--- src/rtl/crc8_frame_check.sv ---
// Receive-side bit-serial CRC-8 checker: one byte per 9 clocks, per-frame residue check.
// Optional saturating failed-frame counter on err_count when CRC8_CHK_ERRCNT_EN is defined.
module crc8_frame_check #(
    parameter logic [7:0] POLY = 8'h07,
    parameter logic [7:0] INIT = 8'h00
) (
    input  logic        clk,
    input  logic        rst_n,
    input  logic        clr,
    input  logic [7:0]  in,
    input  logic        in_valid,
    input  logic        in_last,
    output logic        in_ready,
    output logic        frame_done,
    output logic        frame_ok,
    output logic [7:0]  crc_out,
    output logic [7:0]  byte_count
`ifdef CRC8_CHK_ERRCNT_EN
    ,
    output logic [15:0] err_count
`endif
);

    typedef enum logic [1:0] {IDLE, SHIFT, DONE} state_t;

    state_t     state;
    logic [7:0] crc;
    logic [7:0] sh;
    logic [7:0] run_count;
    logic [2:0] bit_cnt;
    logic       last;
    logic       fb;
    logic [7:0] crc_next;

    always_comb begin
        fb       = crc[7] ^ sh[7];
        crc_next = {crc[6:0], 1'b0} ^ (fb ? POLY : 8'h00);
    end

    always_ff @(posedge clk) begin
        if (!rst_n) begin
            state      <= IDLE;
            crc        <= INIT;
            sh         <= '0;
            bit_cnt    <= '0;
            last       <= 1'b0;
            run_count  <= '0;
            in_ready   <= 1'b1;
            frame_done <= 1'b0;
            frame_ok   <= 1'b0;
            crc_out    <= '0;
            byte_count <= '0;
        end else if (clr) begin
            state      <= IDLE;
            crc        <= INIT;
            run_count  <= '0;
            last       <= 1'b0;
            frame_done <= 1'b0;
            in_ready   <= 1'b1;
        end else begin
            case (state)
                IDLE: begin
                    if (in_valid) begin
                        sh       <= in;
                        bit_cnt  <= '0;
                        state    <= SHIFT;
                        in_ready <= 1'b0;
                        if (run_count != 8'hFF)
                            run_count <= run_count + 8'd1;
                        if (in_last) begin
                            crc_out <= crc;
                            last    <= 1'b1;
                        end
                    end
                end
                SHIFT: begin
                    crc     <= crc_next;
                    sh      <= {sh[6:0], 1'b0};
                    bit_cnt <= bit_cnt + 3'd1;
                    // Frame results are registered on the final bit so they are valid during DONE.
                    if (bit_cnt == 3'd7) begin
                        if (last) begin
                            state      <= DONE;
                            frame_done <= 1'b1;
                            frame_ok   <= (crc_next == 8'h00);
                            byte_count <= run_count;
                        end else begin
                            state    <= IDLE;
                            in_ready <= 1'b1;
                        end
                    end
                end
                DONE: begin
                    crc        <= INIT;
                    run_count  <= '0;
                    last       <= 1'b0;
                    frame_done <= 1'b0;
                    state      <= IDLE;
                    in_ready   <= 1'b1;
                end
                default: begin
                    state    <= IDLE;
                    in_ready <= 1'b1;
                end
            endcase
        end
    end

`ifdef CRC8_CHK_ERRCNT_EN
    always_ff @(posedge clk) begin
        if (!rst_n)
            err_count <= '0;
        else if (frame_done && !frame_ok && err_count != 16'hFFFF)
            err_count <= err_count + 16'd1;
    end
`endif

endmodule

--- config.mk ---
export PLATFORM = sky130hd
export DESIGN_NAME = crc8_frame_check
export DESIGN_NICKNAME = d
export VERILOG_FILES = /design/src/rtl/crc8_frame_check.sv
export SDC_FILE = /design/constraint.sdc
export NUM_CORES = 1
export LEC_CHECK = 0
export CORE_UTILIZATION = 37
export DETAILED_ROUTE_END_ITERATION = 8
export PLACE_DENSITY = 0.7
export REMOVE_ABC_BUFFERS = 1
export SYNTH_ARGS = -nofsm -noshare
export SYNTH_HDL_FRONTEND = slang
export SYNTH_SLANG_ARGS = --single-unit
--- constraint.sdc ---
create_clock -name clk -period 5.5 [get_ports clk]
set_clock_uncertainty 0.1 [all_clocks]
set_input_delay 0.55 -clock clk [delete_from_list [all_inputs] [get_ports clk]]
set_output_delay 0.55 -clock clk [all_outputs]
set_load 0.02 [all_outputs]
==> flow_results.org <==
** Critical path
- Worst reg2reg startpoint :: state[1]
- Timing startpoint of the critical path :: state[1]
- Worst Reg2Reg Path Length in Cells :: 6
- The worst register-to-register path ends at frame_ok.
- For the worst setup path, the data arrival time is between 2 and 3 ns.
- Endpoint required time on the critical path :: 5.63 ns
- Internal reg-to-reg setup slack :: about 3.1 ns
- Type of the worst setup path :: flop to flop
- Kind of start point of the critical path :: flop
- In this run the worst setup path terminates at frame_ok.
- Type of element capturing the critical path :: flop
- In this run the worst path has a maximum fanout of 17.

** GRT
- Entering global routing, the biggest net connects 30 pins.
- Vias in the first global route :: ~1600
- For met2 alone, demand over resource in global routing was a little under a quarter.
- Global routing used between 10% and 20% of the available tracks across all layers.
- The initial antenna violation count is 0.
- GRT overflow :: 0
- For met3 alone, demand over resource in global routing was 3.68%.
- First-pass GRT wire length :: slightly above 7 mm
- The global routing stage identified its most utilized layer as met2.
- Met1 global-route usage :: 19.1%

** Layout
- Area grow syn2layout :: 20.7%
- Design area :: between 0.002 and 0.003 mm^2
- Leaving out fill and tap cells, the most frequent cell in the layout is sky130_fd_sc_hd__dfxtp_1.
- In the layout the commonest cells are sky130_fd_sc_hd__dfxtp_1, sky130_fd_sc_hd__nand2_1, sky130_fd_sc_hd__clkdlybuf4s50_1.
- Fin nets :: about 300
- Counting the fill cells in the layout gives just under 600.
- Number of inserted diodes :: 0
- Share of cells above drive strength 1 :: 4.73%

** Synth
- Main area contributors after synthesis :: sky130_fd_sc_hd__dfxtp_1, sky130_fd_sc_hd__nand2_1, sky130_fd_sc_hd__a21boi_0, sky130_fd_sc_hd__mux2i_1, sky130_fd_sc_hd__ha_1
- Post-synth top area cell :: sky130_fd_sc_hd__dfxtp_1
- The synthesized netlist contains 42 unique library cells.
- For this run, the register share of the synthesized area comes to approximately 45%.
- The top cell type by area accounts for about 45% of the synthesized area.
- Cell area after synthesis :: 0.00220 mm^2
- For this run, the number of Yosys warnings is 0.
- After synthesis, the mean cell area works out to between 8 and 9 um^2.
- Synthesis inferred 49 register bits.
- Synthesis produced roughly 250 cells.

** Routing
- Via density :: approximately 4.9
- Mean routed wirelength per cell :: 12.0 um
- Antenna violation net count after detailed routing :: 0
- The routed design has roughly 4.2 mm of wire.
- After detailed routing, the number of remaining DRC violations is 0.
- Before antenna repair, the detailed router went through 4 iterations.
- For this block, the via count after detailed routing is ~1700.
- After the first detailed-routing iteration, the DRC count stood at 70.

** Timing
- Slew of the pin with the lowest slew margin :: around 0.77 ns
- Setup violations remaining at the end of the flow were counted as 0.
- Headroom to the max-slew limit :: between 40 and 50%
- Setup TNS :: 0 ns
- Tightest hold margin :: approximately 0.36 ns
- The clock period could shrink to between 2 and 2.5 ns.
- Highest Clock Rate :: between 400 and 500 MHz
- The count of final max-slew check failures is 0.
- Of the available clock period, the critical path in the final layout requires about 44%.
- Setup repair after global routing left no endpoint under its margin.
- Hold Violations, Final :: 0

** Power
- In this run the power density over the cells is 237 mW/mm^2.
- The internal power of the cells totals around 500 uW.
- The analysis attributes to net switching a power of about 140 uW.
- Reported leakage power :: between 0.9 and 1 nW
- Worst VDD drop :: approximately 0.12 mV
- Clock power frac :: 33.7%
- Of the total power, the share spent switching nets is 22.7%.
- The share of total power dissipated in sequential elements is around 58%.
- Logic gate share of total power :: about 8.4%

** Place
- In this run the cell area measured after placement is 0.00257 mm^2.
- Placed wire-length estimate after detailed placement :: slightly below 3 mm
- Routability-driven placement finished with a final weighted congestion of ~0.84.
- The count of buffers added on input and output ports is 31.

** Hold path
- Class of the tightest hold or removal check :: flop to flop
- Hold path cells :: 2
- The worst hold path begins at frame_ok.

** Die
- Standard cell core area :: between 0.005 and 0.006 mm^2
- Overall die area :: between 0.006 and 0.007 mm^2
- Pin placement for this block handled 32 I/O pins.
- Die width :: around 79 um
- The floorplan has 27 rows.
- The initial utilization of the core area, before any placement, comes to roughly 39%.
- The die is 79.1 um tall.

** Clock tree
- Root buf cell :: sky130_fd_sc_hd__clkbuf_8
- PostCTS Resize Cnt :: 0
- Number of hold-repair buffers added at the cts stage :: 0
- TritonCTS built the clock tree.
- No sink is reached through more buffers than the 2 on the longest clock path.
- Sinks on the clock net :: 49
- H-tree lvl count :: 2
- Clock latency reported for the late side of the worst-skew pair :: between 0.2 and 0.3 ns
- After clock tree synthesis, the clock-pin slew on the worst setup and hold paths is 0.08 ns.
- Number of buffers added by the clock tree synthesis step :: 5
- Once the clock tree was built, the setup fixing pass inserted 0 buffers.

** Status
- The run finished with clean final reports.

** Job
- MaxCap Viol Count :: 0
flip-flops by register name, indices dropped and copies added, names as in the netlist:
name        count
frame_ok        1
run_count       8
last            1
state           2
frame_done      1
crc_out         8
in_ready        1
sh              8
bit_cnt         3
byte_count      8
crc             8
worst min-delay path by stage:
stage               slack (ns)            end
global placement          0.34       frame_ok
finish                    0.36       frame_ok
detailed placement        0.36  byte_count[1]
CTS                       0.37  byte_count[1]
floorplan                 0.35     crc_out[0]
global route              0.39  byte_count[6]
through the flow:
stage                     setup WS (ns)  utilization (%)  instances  total power [mW]
after floorplan                    3.17                -        235             0.404
after global placement             3.08             45.8        340             0.425
after detailed placement           3.01             45.8        340             0.426
after CTS                          3.06             47.4        347             0.638
after global routing               2.88             47.4        347             0.662
final                              3.06             47.4        347             0.629
cell families (layout without fill, tap and decap cells):
family / count (synthesis) / count (layout) / synth area share, %
adder cells (fa/ha/maj): 7 / 7 / 3.98
AO/OA/AOI/OAI: 55 / 55 / 17.9
XOR/XNOR: 6 / 6 / 2.39
AND/OR/NAND/NOR: 96 / 96 / 21.1
buffers and inverters: 19 / 48 / 3.64
multiplexers: 14 / 14 / 6.42
flip-flops: 49 / 49 / 44.5
Yosys cell counts:
library cell	instances
sky130_fd_sc_hd__a211oi_1	1
sky130_fd_sc_hd__buf_2	4
sky130_fd_sc_hd__mux2_2	1
sky130_fd_sc_hd__a22o_1	1
sky130_fd_sc_hd__o21ai_0	3
sky130_fd_sc_hd__a21boi_1	1
sky130_fd_sc_hd__and4b_1	1
sky130_fd_sc_hd__clkinv_1	1
sky130_fd_sc_hd__nand3_1	7
sky130_fd_sc_hd__a21oi_1	14
sky130_fd_sc_hd__mux2i_1	13
sky130_fd_sc_hd__ha_1	7
sky130_fd_sc_hd__o211a_1	7
sky130_fd_sc_hd__o21ai_2	1
sky130_fd_sc_hd__nand4b_1	1
sky130_fd_sc_hd__a31oi_1	1
sky130_fd_sc_hd__and3_1	2
sky130_fd_sc_hd__nand2b_1	9
sky130_fd_sc_hd__a311oi_1	1
sky130_fd_sc_hd__xnor2_1	3
sky130_fd_sc_hd__buf_4	1
sky130_fd_sc_hd__nor2b_1	7
sky130_fd_sc_hd__nand2_1	43
sky130_fd_sc_hd__dfxtp_1	49
sky130_fd_sc_hd__inv_1	7
sky130_fd_sc_hd__a221o_1	1
sky130_fd_sc_hd__clkbuf_1	6
sky130_fd_sc_hd__o211ai_1	2
sky130_fd_sc_hd__nand3b_1	1
sky130_fd_sc_hd__or3_1	1
sky130_fd_sc_hd__nand4_1	3
sky130_fd_sc_hd__nor3b_2	1
sky130_fd_sc_hd__nor3b_1	1
sky130_fd_sc_hd__nand3_2	1
sky130_fd_sc_hd__o21a_1	1
sky130_fd_sc_hd__a21boi_0	19
sky130_fd_sc_hd__o21bai_1	1
sky130_fd_sc_hd__or2_0	1
sky130_fd_sc_hd__o2111ai_1	1
sky130_fd_sc_hd__nor4_1	2
sky130_fd_sc_hd__xor2_1	3
sky130_fd_sc_hd__nor2_1	15
per-layer routing:
metal | routed length (um) | part of all wire, %
met5 | 0 | 0
met4 | 47 | 1.1
met2 | 1840 | 44
met1 | 2150 | 52
met3 | 138 | 3.3
worst max-delay path, cell delays in order (launching register included):
cell	delay, ns
sky130_fd_sc_hd__dfxtp_1	0.33
sky130_fd_sc_hd__inv_1	0.08
sky130_fd_sc_hd__ha_1	0.66
sky130_fd_sc_hd__nand3_2	0.22
sky130_fd_sc_hd__or2_0	0.44
sky130_fd_sc_hd__or3_1	0.42
sky130_fd_sc_hd__a21boi_1	0.14
power by group through the flow:
stage	sequential, mW	clock (mW)	combinational, mW
after floorplan	0.372	0	0.0319
after global placement	0.373	0	0.0523
after detailed placement	0.373	0	0.0533
after CTS	0.365	0.220	0.0535
after global routing	0.365	0.237	0.0593
final	0.364	0.212	0.0529
area by class of cell:
type | instances | area, um^2 | area share [%]
clock buffers | 6 | 82.6 | 3.11
clock inverters | 1 | 7.51 | 0.282
inverters | 8 | 30.0 | 1.13
multi-input cells | 178 | 1140 | 42.9
flip-flops and latches | 49 | 981 | 36.9
well taps | 72 | 90.1 | 3.39
repair buffers | 33 | 325 | 12.2
(Power assumes the default switching activity.)
